<file path="src/rtl/cpu_pkg.sv">
// Shared CPU definitions: hazard controller states, register-address width
// and the default data-memory timeout.
package cpu_pkg;

    localparam int REG_ADDR_W      = 3;
    localparam int DEF_MEM_TIMEOUT = 15;
    localparam int DEF_CNT_W       = 16;

    typedef enum logic [1:0] {
        RUN      = 2'd0,
        MEM_WAIT = 2'd1,
        ERR      = 2'd2
    } haz_state_t;

endpackage

</file>
<file path="src/rtl/hazard_match.sv">
// Load-use detector: flags a decode-stage operand that reads the register an
// in-flight load in EX is about to write (the one case forwarding cannot cover).
module hazard_match
    import cpu_pkg::*;
(
    input  logic [REG_ADDR_W-1:0] op1_addr,
    input  logic [REG_ADDR_W-1:0] op2_addr,
    input  logic                  op1_used,
    input  logic                  op2_used,
    input  logic [REG_ADDR_W-1:0] dest_addr,
    input  logic                  reg_wr_en,
    input  logic                  load_true,
    output logic                  load_use
);

    logic [REG_ADDR_W-1:0] op_addr [2];
    logic [1:0]            op_used;
    logic [1:0]            op_hit;

    assign op_addr[0] = op1_addr;
    assign op_addr[1] = op2_addr;
    assign op_used    = {op2_used, op1_used};

    // r0 is deliberately not excluded: this pipeline treats it as a real register.
    generate
        for (genvar gi = 0; gi < 2; gi++) begin : g_op
            assign op_hit[gi] = op_used[gi] && (op_addr[gi] == dest_addr);
        end
    endgenerate

    assign load_use = reg_wr_en && load_true && (|op_hit);

endmodule

</file>
<file path="src/rtl/hazard_stall_ctrl.sv">
// Pipeline hazard/stall controller: memory-wait freeze with timeout, branch
// flush and load-use bubble. Define HAZ_STALL_CNT_EN to enable the stall counter.
module hazard_stall_ctrl
    import cpu_pkg::*;
#(
    parameter int MEM_TIMEOUT = DEF_MEM_TIMEOUT,
    parameter int CNT_W       = DEF_CNT_W
) (
    input  logic                  clk,
    input  logic                  reset,
    input  logic [REG_ADDR_W-1:0] op1_addr_IFID,
    input  logic [REG_ADDR_W-1:0] op2_addr_IFID,
    input  logic                  op1_used,
    input  logic                  op2_used,
    input  logic [REG_ADDR_W-1:0] dest_addr_IDEX,
    input  logic                  reg_wr_en_IDEX,
    input  logic                  load_true_IDEX,
    input  logic                  branch_taken_EX,
    input  logic                  mem_req_MEM,
    input  logic                  mem_ready,
    output logic                  stall_pc,
    output logic                  stall_IFID,
    output logic                  flush_IFID,
    output logic                  bubble_IDEX,
    output logic                  freeze_back,
    output logic                  mem_err,
    output logic [CNT_W-1:0]      stall_cycles
);

    localparam int WAIT_W = $clog2(MEM_TIMEOUT + 1);

    haz_state_t        state_reg, state_next;
    logic [WAIT_W-1:0] wait_cnt_reg, wait_cnt_next;
    logic [WAIT_W-1:0] wait_cnt_inc;
    logic              load_use;
    logic              mem_wait;

    hazard_match u_hazard_match (
        .op1_addr  (op1_addr_IFID),
        .op2_addr  (op2_addr_IFID),
        .op1_used  (op1_used),
        .op2_used  (op2_used),
        .dest_addr (dest_addr_IDEX),
        .reg_wr_en (reg_wr_en_IDEX),
        .load_true (load_true_IDEX),
        .load_use  (load_use)
    );

    assign mem_wait = mem_req_MEM && !mem_ready;

    // The first waiting cycle seen from RUN counts as 1.
    assign wait_cnt_inc = (state_reg == RUN) ? WAIT_W'(1) : wait_cnt_reg + WAIT_W'(1);

    always_ff @(posedge clk) begin
        if (reset) begin
            state_reg    <= RUN;
            wait_cnt_reg <= '0;
        end else begin
            state_reg    <= state_next;
            wait_cnt_reg <= wait_cnt_next;
        end
    end

    always_comb begin
        state_next    = state_reg;
        wait_cnt_next = wait_cnt_reg;
        stall_pc      = 1'b0;
        stall_IFID    = 1'b0;
        flush_IFID    = 1'b0;
        bubble_IDEX   = 1'b0;
        freeze_back   = 1'b0;
        mem_err       = 1'b0;

        case (state_reg)
            RUN, MEM_WAIT: begin
                if (mem_wait) begin
                    stall_pc      = 1'b1;
                    stall_IFID    = 1'b1;
                    freeze_back   = 1'b1;
                    wait_cnt_next = wait_cnt_inc;
                    state_next    = (wait_cnt_inc >= WAIT_W'(MEM_TIMEOUT)) ? ERR : MEM_WAIT;
                end else begin
                    // Freeze released: branch and load-use resolve in this same cycle.
                    state_next    = RUN;
                    wait_cnt_next = '0;
                    if (branch_taken_EX) begin
                        flush_IFID  = 1'b1;
                        bubble_IDEX = 1'b1;
                    end else if (load_use) begin
                        stall_pc    = 1'b1;
                        stall_IFID  = 1'b1;
                        bubble_IDEX = 1'b1;
                    end
                end
            end
            ERR: begin
                mem_err = 1'b1;
            end
            default: begin
                state_next    = RUN;
                wait_cnt_next = '0;
            end
        endcase

        if (reset) begin
            stall_pc    = 1'b0;
            stall_IFID  = 1'b0;
            flush_IFID  = 1'b0;
            bubble_IDEX = 1'b0;
            freeze_back = 1'b0;
            mem_err     = 1'b0;
        end
    end

`ifdef HAZ_STALL_CNT_EN
    logic [CNT_W-1:0] stall_cnt_reg;

    always_ff @(posedge clk) begin
        if (reset) begin
            stall_cnt_reg <= '0;
        end else if (stall_pc && !(&stall_cnt_reg)) begin
            stall_cnt_reg <= stall_cnt_reg + CNT_W'(1);
        end
    end

    assign stall_cycles = stall_cnt_reg;
`else
    assign stall_cycles = '0;
`endif

endmodule
</file>
<file path="config.mk">
export PLATFORM = sky130hd
export DESIGN_NAME = hazard_stall_ctrl
export DESIGN_NICKNAME = d
export VERILOG_FILES = /design/src/rtl/cpu_pkg.sv /design/src/rtl/hazard_match.sv /design/src/rtl/hazard_stall_ctrl.sv
export SDC_FILE = /design/constraint.sdc
export NUM_CORES = 1
export LEC_CHECK = 0
export ABC_AREA = 1
export CAP_MARGIN = 5
export CORE_MARGIN = 3
export CORE_UTILIZATION = 36
export DETAILED_ROUTE_END_ITERATION = 8
export GPL_ROUTABILITY_DRIVEN = 1
export PLACE_DENSITY = 0.79
export SYNTH_ARGS = -nofsm -noshare
export SYNTH_HDL_FRONTEND = slang
export SYNTH_HIERARCHICAL = 1
export SYNTH_SLANG_ARGS = --single-unit
</file>
<file path="constraint.sdc">
create_clock -name clk -period 1.7 [get_ports clk]
set_input_delay 0.34 -clock clk [delete_from_list [all_inputs] [get_ports clk]]
set_output_delay 0.34 -clock clk [all_outputs]
set_load 0.03 [all_outputs]
</file>
# Word-level counts from Yosys, hierarchy flattened
# Index checks and enable logic that the tools add are counted.
# classes
muxes	24
reduce_logical	9
addsub	1
eq_ne	4
n_lt_le_gt_ge	1
# ops
cell	count
$mux W1	18
$mux W4	2
$pmux W4 S2	1
$eq A3 B3 Y1	2
$logic_and A1 B1 Y1	5
$add A4 B1 Y4 const B	1
$ge A4 B4 Y1 const B	1
$mux W2	2
$pmux W2 S2	1
$reduce_or A2 Y1	2
$eq A2 B1 Y1 const B	1
$eq A2 B2 Y1 const B	1
$logic_not A2 Y1	1
$logic_not A1 Y1	1
# word_totals
elab_cells	41
in_bits	18
output_inout_bits	22
regBits	6

# Longest topological paths before layout
# logic_depth
depth_word	9
depth_mapped	9
ltp_nobuf	8

# By module
# Netlist, hierarchy kept.
# modules_own_cells
mod	seq_area_each_um2	cells_each	n_inst	area_each_um2
hazard_stall_ctrl	120.1	71	1	498.0
hazard_match	0.0	34	1	137.6

# Worst setup path before layout
# Ideal clock, no wire load.
# synth_timing
kind	in2out
startpoint	input op1_addr_IFID[1]
endpoint	output stall_pc
path_buffers	1
required_time_ns	1.360
arrival_ns	1.908
stages	9
slack_ns	-0.548
cell_sequence	inv_1 nand2_1 nand2_1 nor2_2 nand2_1 a21oi_2 inv_1 o31ai_1 buf_4
# synth_between
elab_chain_len	9
# synth_rtl
item	line	source
start: declaration	hazard_stall_ctrl.sv:11	input logic [REG_ADDR_W-1:0] op1_addr_IFID,
$eq A3 B3 Y1	hazard_match.sv:27	assign op_hit[gi] = op_used[gi] && (op_addr[gi] == dest_addr);
$logic_and A1 B1 Y1	hazard_match.sv:27	
$reduce_or A2 Y1	hazard_match.sv:31	assign load_use = reg_wr_en && load_true && (|op_hit);
$logic_and A1 B1 Y1	hazard_match.sv:31	
named net load_use	hazard_stall_ctrl.sv:35	logic load_use;
$mux W1 (5 in a row)	--	
end: declaration	hazard_stall_ctrl.sv:21	output logic stall_pc,
# The timed path passes the listed nets, and every way through them passes these cells.

# Worst setup path in the final report
# layout_timing
startpoint	input mem_ready
endpoint	output bubble_IDEX
# layout_between
elab_chain_len	5
# layout_rtl
item	line	source
start: declaration	hazard_stall_ctrl.sv:20	input logic mem_ready,
$logic_not A1 Y1	hazard_stall_ctrl.sv:49	assign mem_wait = mem_req_MEM && !mem_ready;
$logic_and A1 B1 Y1	hazard_stall_ctrl.sv:49	
$mux W1	hazard_stall_ctrl.sv:76	if (mem_wait) begin
$mux W1	hazard_stall_ctrl.sv:74	case (state_reg)
$mux W1	hazard_stall_ctrl.sv:105	if (reset) begin
end: declaration	hazard_stall_ctrl.sv:24	output logic bubble_IDEX,
# Every way passes these cells.

==> impl_metrics.csv <==
group,metric,value,unit
outcome,status,"finished, final reports clean",
power,peakVddDrop,0.231,mV
logic_synthesis,yosysUniqueCellTypes,19,
global_routing,gr-total-overflow,0,
timing,slew_viol_final,0,
clock_network,clk_latency,0.25,ns
global_routing,grt_pass1_vias,525,
place,dp_cells,147,
logic_synthesis,synth_top_family_by_area,"simple AND/OR/NAND/NOR gates",
timing,fmax,593,MHz
setup_path,ff2ff_setup_slack,0.26,ns
setup_path,crit_path_start_kind,"input pin",
floorplanning,core.rowCount,14,
logic_synthesis,synth_compound_area_share,8.27,%
timing,rsz0062_at_grt,"true",
cells_and_area,area_delta_synth_final,43.9,%
worst_hold_path,worstHoldPathType,"reg -> reg",
power,p_leak,0.512,nW
setup_path,ff2ff_path_depth,10,
power,p_per_area,502,mW/mm^2
logic_synthesis,synth-seq-area-share,18.9,%
cells_and_area,antenna_cells,0,
setup_path,critPathKind,"in -> out",
detailed_routing,num_vias,635,
timing,finClkSkew,0.00173,ns
cells_and_area,fin_util,58.0,%
timing,setup-violations-final,0,
logic_synthesis,synth_seq_cells,6,
clock_network,hold_buffers,0,
clock_network,path_clk_slew,0.05,ns
detailed_routing,wl_per_cell,8.81,um
cells_and_area,instances_no_fill,154,
logic_synthesis,synth.avg_cell_area,6.05,sq um
floorplanning,core_area,0.00158,sq mm
logic_synthesis,synth_xor_area_share,0,%
cells_and_area,largest_reg_flops,4,
timing,finalCritPeriodShare,99.2,%
timing,hold_viol,0,
detailed_routing,drt-initial-drc-count,6,
cells_and_area,drive_above_1_share,39.9,%
global_routing,grt_max_degree,5,
logic_synthesis,yosysWarningCount,6,
setup_path,path_max_fanout,3,
detailed_routing,first_pass_iters,3,
timing,fin_crit,1.69,ns
detailed_routing,vias_per_cell,4.12,
floorplanning,die_w,48.0,um
clock_network,htree_num_levels,1,
floorplanning,die_y,48.0,um
setup_path,cp-end-kind,"output pin",
place,gp_congestion,0.758,
place,portBuffers,23,
setup_path,crit_path_start,"mem_ready",
detailed_routing,ant_nets,0,
setup_path,r2r_start,"state_reg[1]$_SDFFE_PP0P_",
setup_path,slowest_delay,0.45,ns
setup_path,required,1.36,ns
logic_synthesis,synth.area.mux_share,0,%
setup_path,path_cells,"clkdlybuf4s50_1 > nor2_1 > inv_2 > nand2_1 > a21oi_2 > buf_6",
setup_path,cp_data_arrival_time,1.35,ns
floorplanning,start_util,40.3,%
clock_network,cts.sinks,6,
cells_and_area,nets,159,
logic_synthesis,syn_inst,105,
logic_synthesis,synth-simple-area-share,37.2,%
floorplanning,io_pins,40,
clock_network,cts_tree,"built",
logic_synthesis,syn_area,636,sq um
setup_path,rr_endpoint,"state_reg[0]$_SDFFE_PP0P_",
clock_network,clockBufferDepth,2,
place,dp_hpwl,1180,um
floorplanning,design.die.area,0.00231,sq mm
detailed_routing,drc_errors,0,
setup_path,endpoint,"bubble_IDEX",
global_routing,antenna_found_initial,0,
global_routing,grtUsageTotal,12.5,%
flow_run,drv_cap,0,
setup_path,crit_slowest_cell,"clkdlybuf4s50_1",
logic_synthesis,synthAdderAreaFrac,1.97,%
clock_network,cts_buffers,3,
detailed_routing,wl,1360,um
clock_network,root_buffer,"clkbuf_4",
global_routing,grt_pass1_wl,1990,um
synthesized netlist by cell type:
cell	instances	area (sq um)
o31ai_1	1	7.51
nor2_2	5	31.3
a21oi_2	1	8.76
a21oi_1	4	20.0
o21ai_1	1	5.00
nand2_4	1	11.3
ha_1	1	12.5
nor2_1	10	37.5
conb_1	1	3.75
o22ai_1	1	6.26
buf_4	17	128
nand3_2	2	20.0
nand2_1	27	101
inv_2	6	22.5
inv_1	16	60.1
o21ai_0	1	5.00
dfxtp_1	6	120
nand3_1	3	15.0
nor2_8	1	20.0
how the worst min path moves through the flow:
stage,end,startpoint,slack [ns],cells past startpoint
after floorplan,wait_cnt_reg[1]$_SDFFE_PP0P_,wait_cnt_reg[1]$_SDFFE_PP0P_,0.45,2
after global placement,wait_cnt_reg[1]$_SDFFE_PP0P_,wait_cnt_reg[1]$_SDFFE_PP0P_,0.46,2
after detailed placement,wait_cnt_reg[1]$_SDFFE_PP0P_,wait_cnt_reg[1]$_SDFFE_PP0P_,0.47,2
after CTS,wait_cnt_reg[1]$_SDFFE_PP0P_,wait_cnt_reg[1]$_SDFFE_PP0P_,0.48,2
after global routing,wait_cnt_reg[1]$_SDFFE_PP0P_,wait_cnt_reg[1]$_SDFFE_PP0P_,0.50,2
final,wait_cnt_reg[1]$_SDFFE_PP0P_,wait_cnt_reg[1]$_SDFFE_PP0P_,0.47,2
report_power, final:
part,switching (mW),internal [mW]
logic,0.110,0.0659
clock network,0.0578,0.0803
registers,0.00150,0.143
total,0.170,0.289
worst max-delay path, delay by kind of cell:
family                 cells  cell delay (ns)
buffers and inverters      3             0.71
AOI/OAI and AO/OA          1             0.14
and+or+nand+nor            2             0.15
through the flow:
| step | setup WS (ns) | setup TNS [ns] | instance area [sq um] | total power, mW | hold slack, ns |
|---|---|---|---|---|---|
| after global placement | -0.490 | -1.41 | 858 | 0.314 | 0.462 |
| after CTS | 0.00136 | 0 | 885 | 0.454 | 0.478 |
| after global routing | -0.0391 | -0.127 | 915 | 0.480 | 0.496 |
| after floorplan | -0.0607 | -0.0607 | 717 | 0.281 | 0.448 |
| after detailed placement | -0.529 | -1.49 | 858 | 0.317 | 0.473 |
| final | 0.0128 | 0 | 915 | 0.459 | 0.473 |
layout by cell type, fill, tap and decap left out, drive strengths merged:
master,Yosys,final
a21oi,5,5
buf,17,24
clkbuf,0,5
clkdlybuf4s50,0,2
conb,1,16
dfxtp,6,6
dlygate4sd2,0,4
ha,1,1
inv,22,22
nand2,28,28
nand3,5,5
nor2,16,16
o21ai,2,2
o22ai,1,1
o31ai,1,1
cells by family (layout without fill, tap and decap cells):
family          after synthesis  in the layout
flops                         6              6
buf+inv                      39             57
fa+ha+maj                     1              1
simple gates                 49             49
compound gates                9              9
other cells                   1             16
cell type report:
class	instances	area, sq um
Fill cell	160	662
Timing Repair Buffer	32	275
Sequential cell	6	120
Inverter	22	82.6
Tap cell	16	20.0
Multi-Input combinational cell	75	394
Clock buffer	3	22.5
layer usage:
layer | part of all wire [%] | vias to the layer above | track usage [%]
met1 | 37 | 265 | 13.0
li1 | - | 342 | -
met2 | 53 | 24 | 21.6
met4 | 2.8 | 0 | 9.68
met3 | 8.0 | 4 | 2.26
met5 | 0 | - | 0
repair_timing:
action / 4_1_cts / 5_1_grt
gates cloned: 0 / 0
resized for setup: 48 / 15
setup buffers: 4 / 0
pin swaps: 21 / 7
endpoints found under the setup margin: 4 / 4
(Power assumes the default switching activity.)
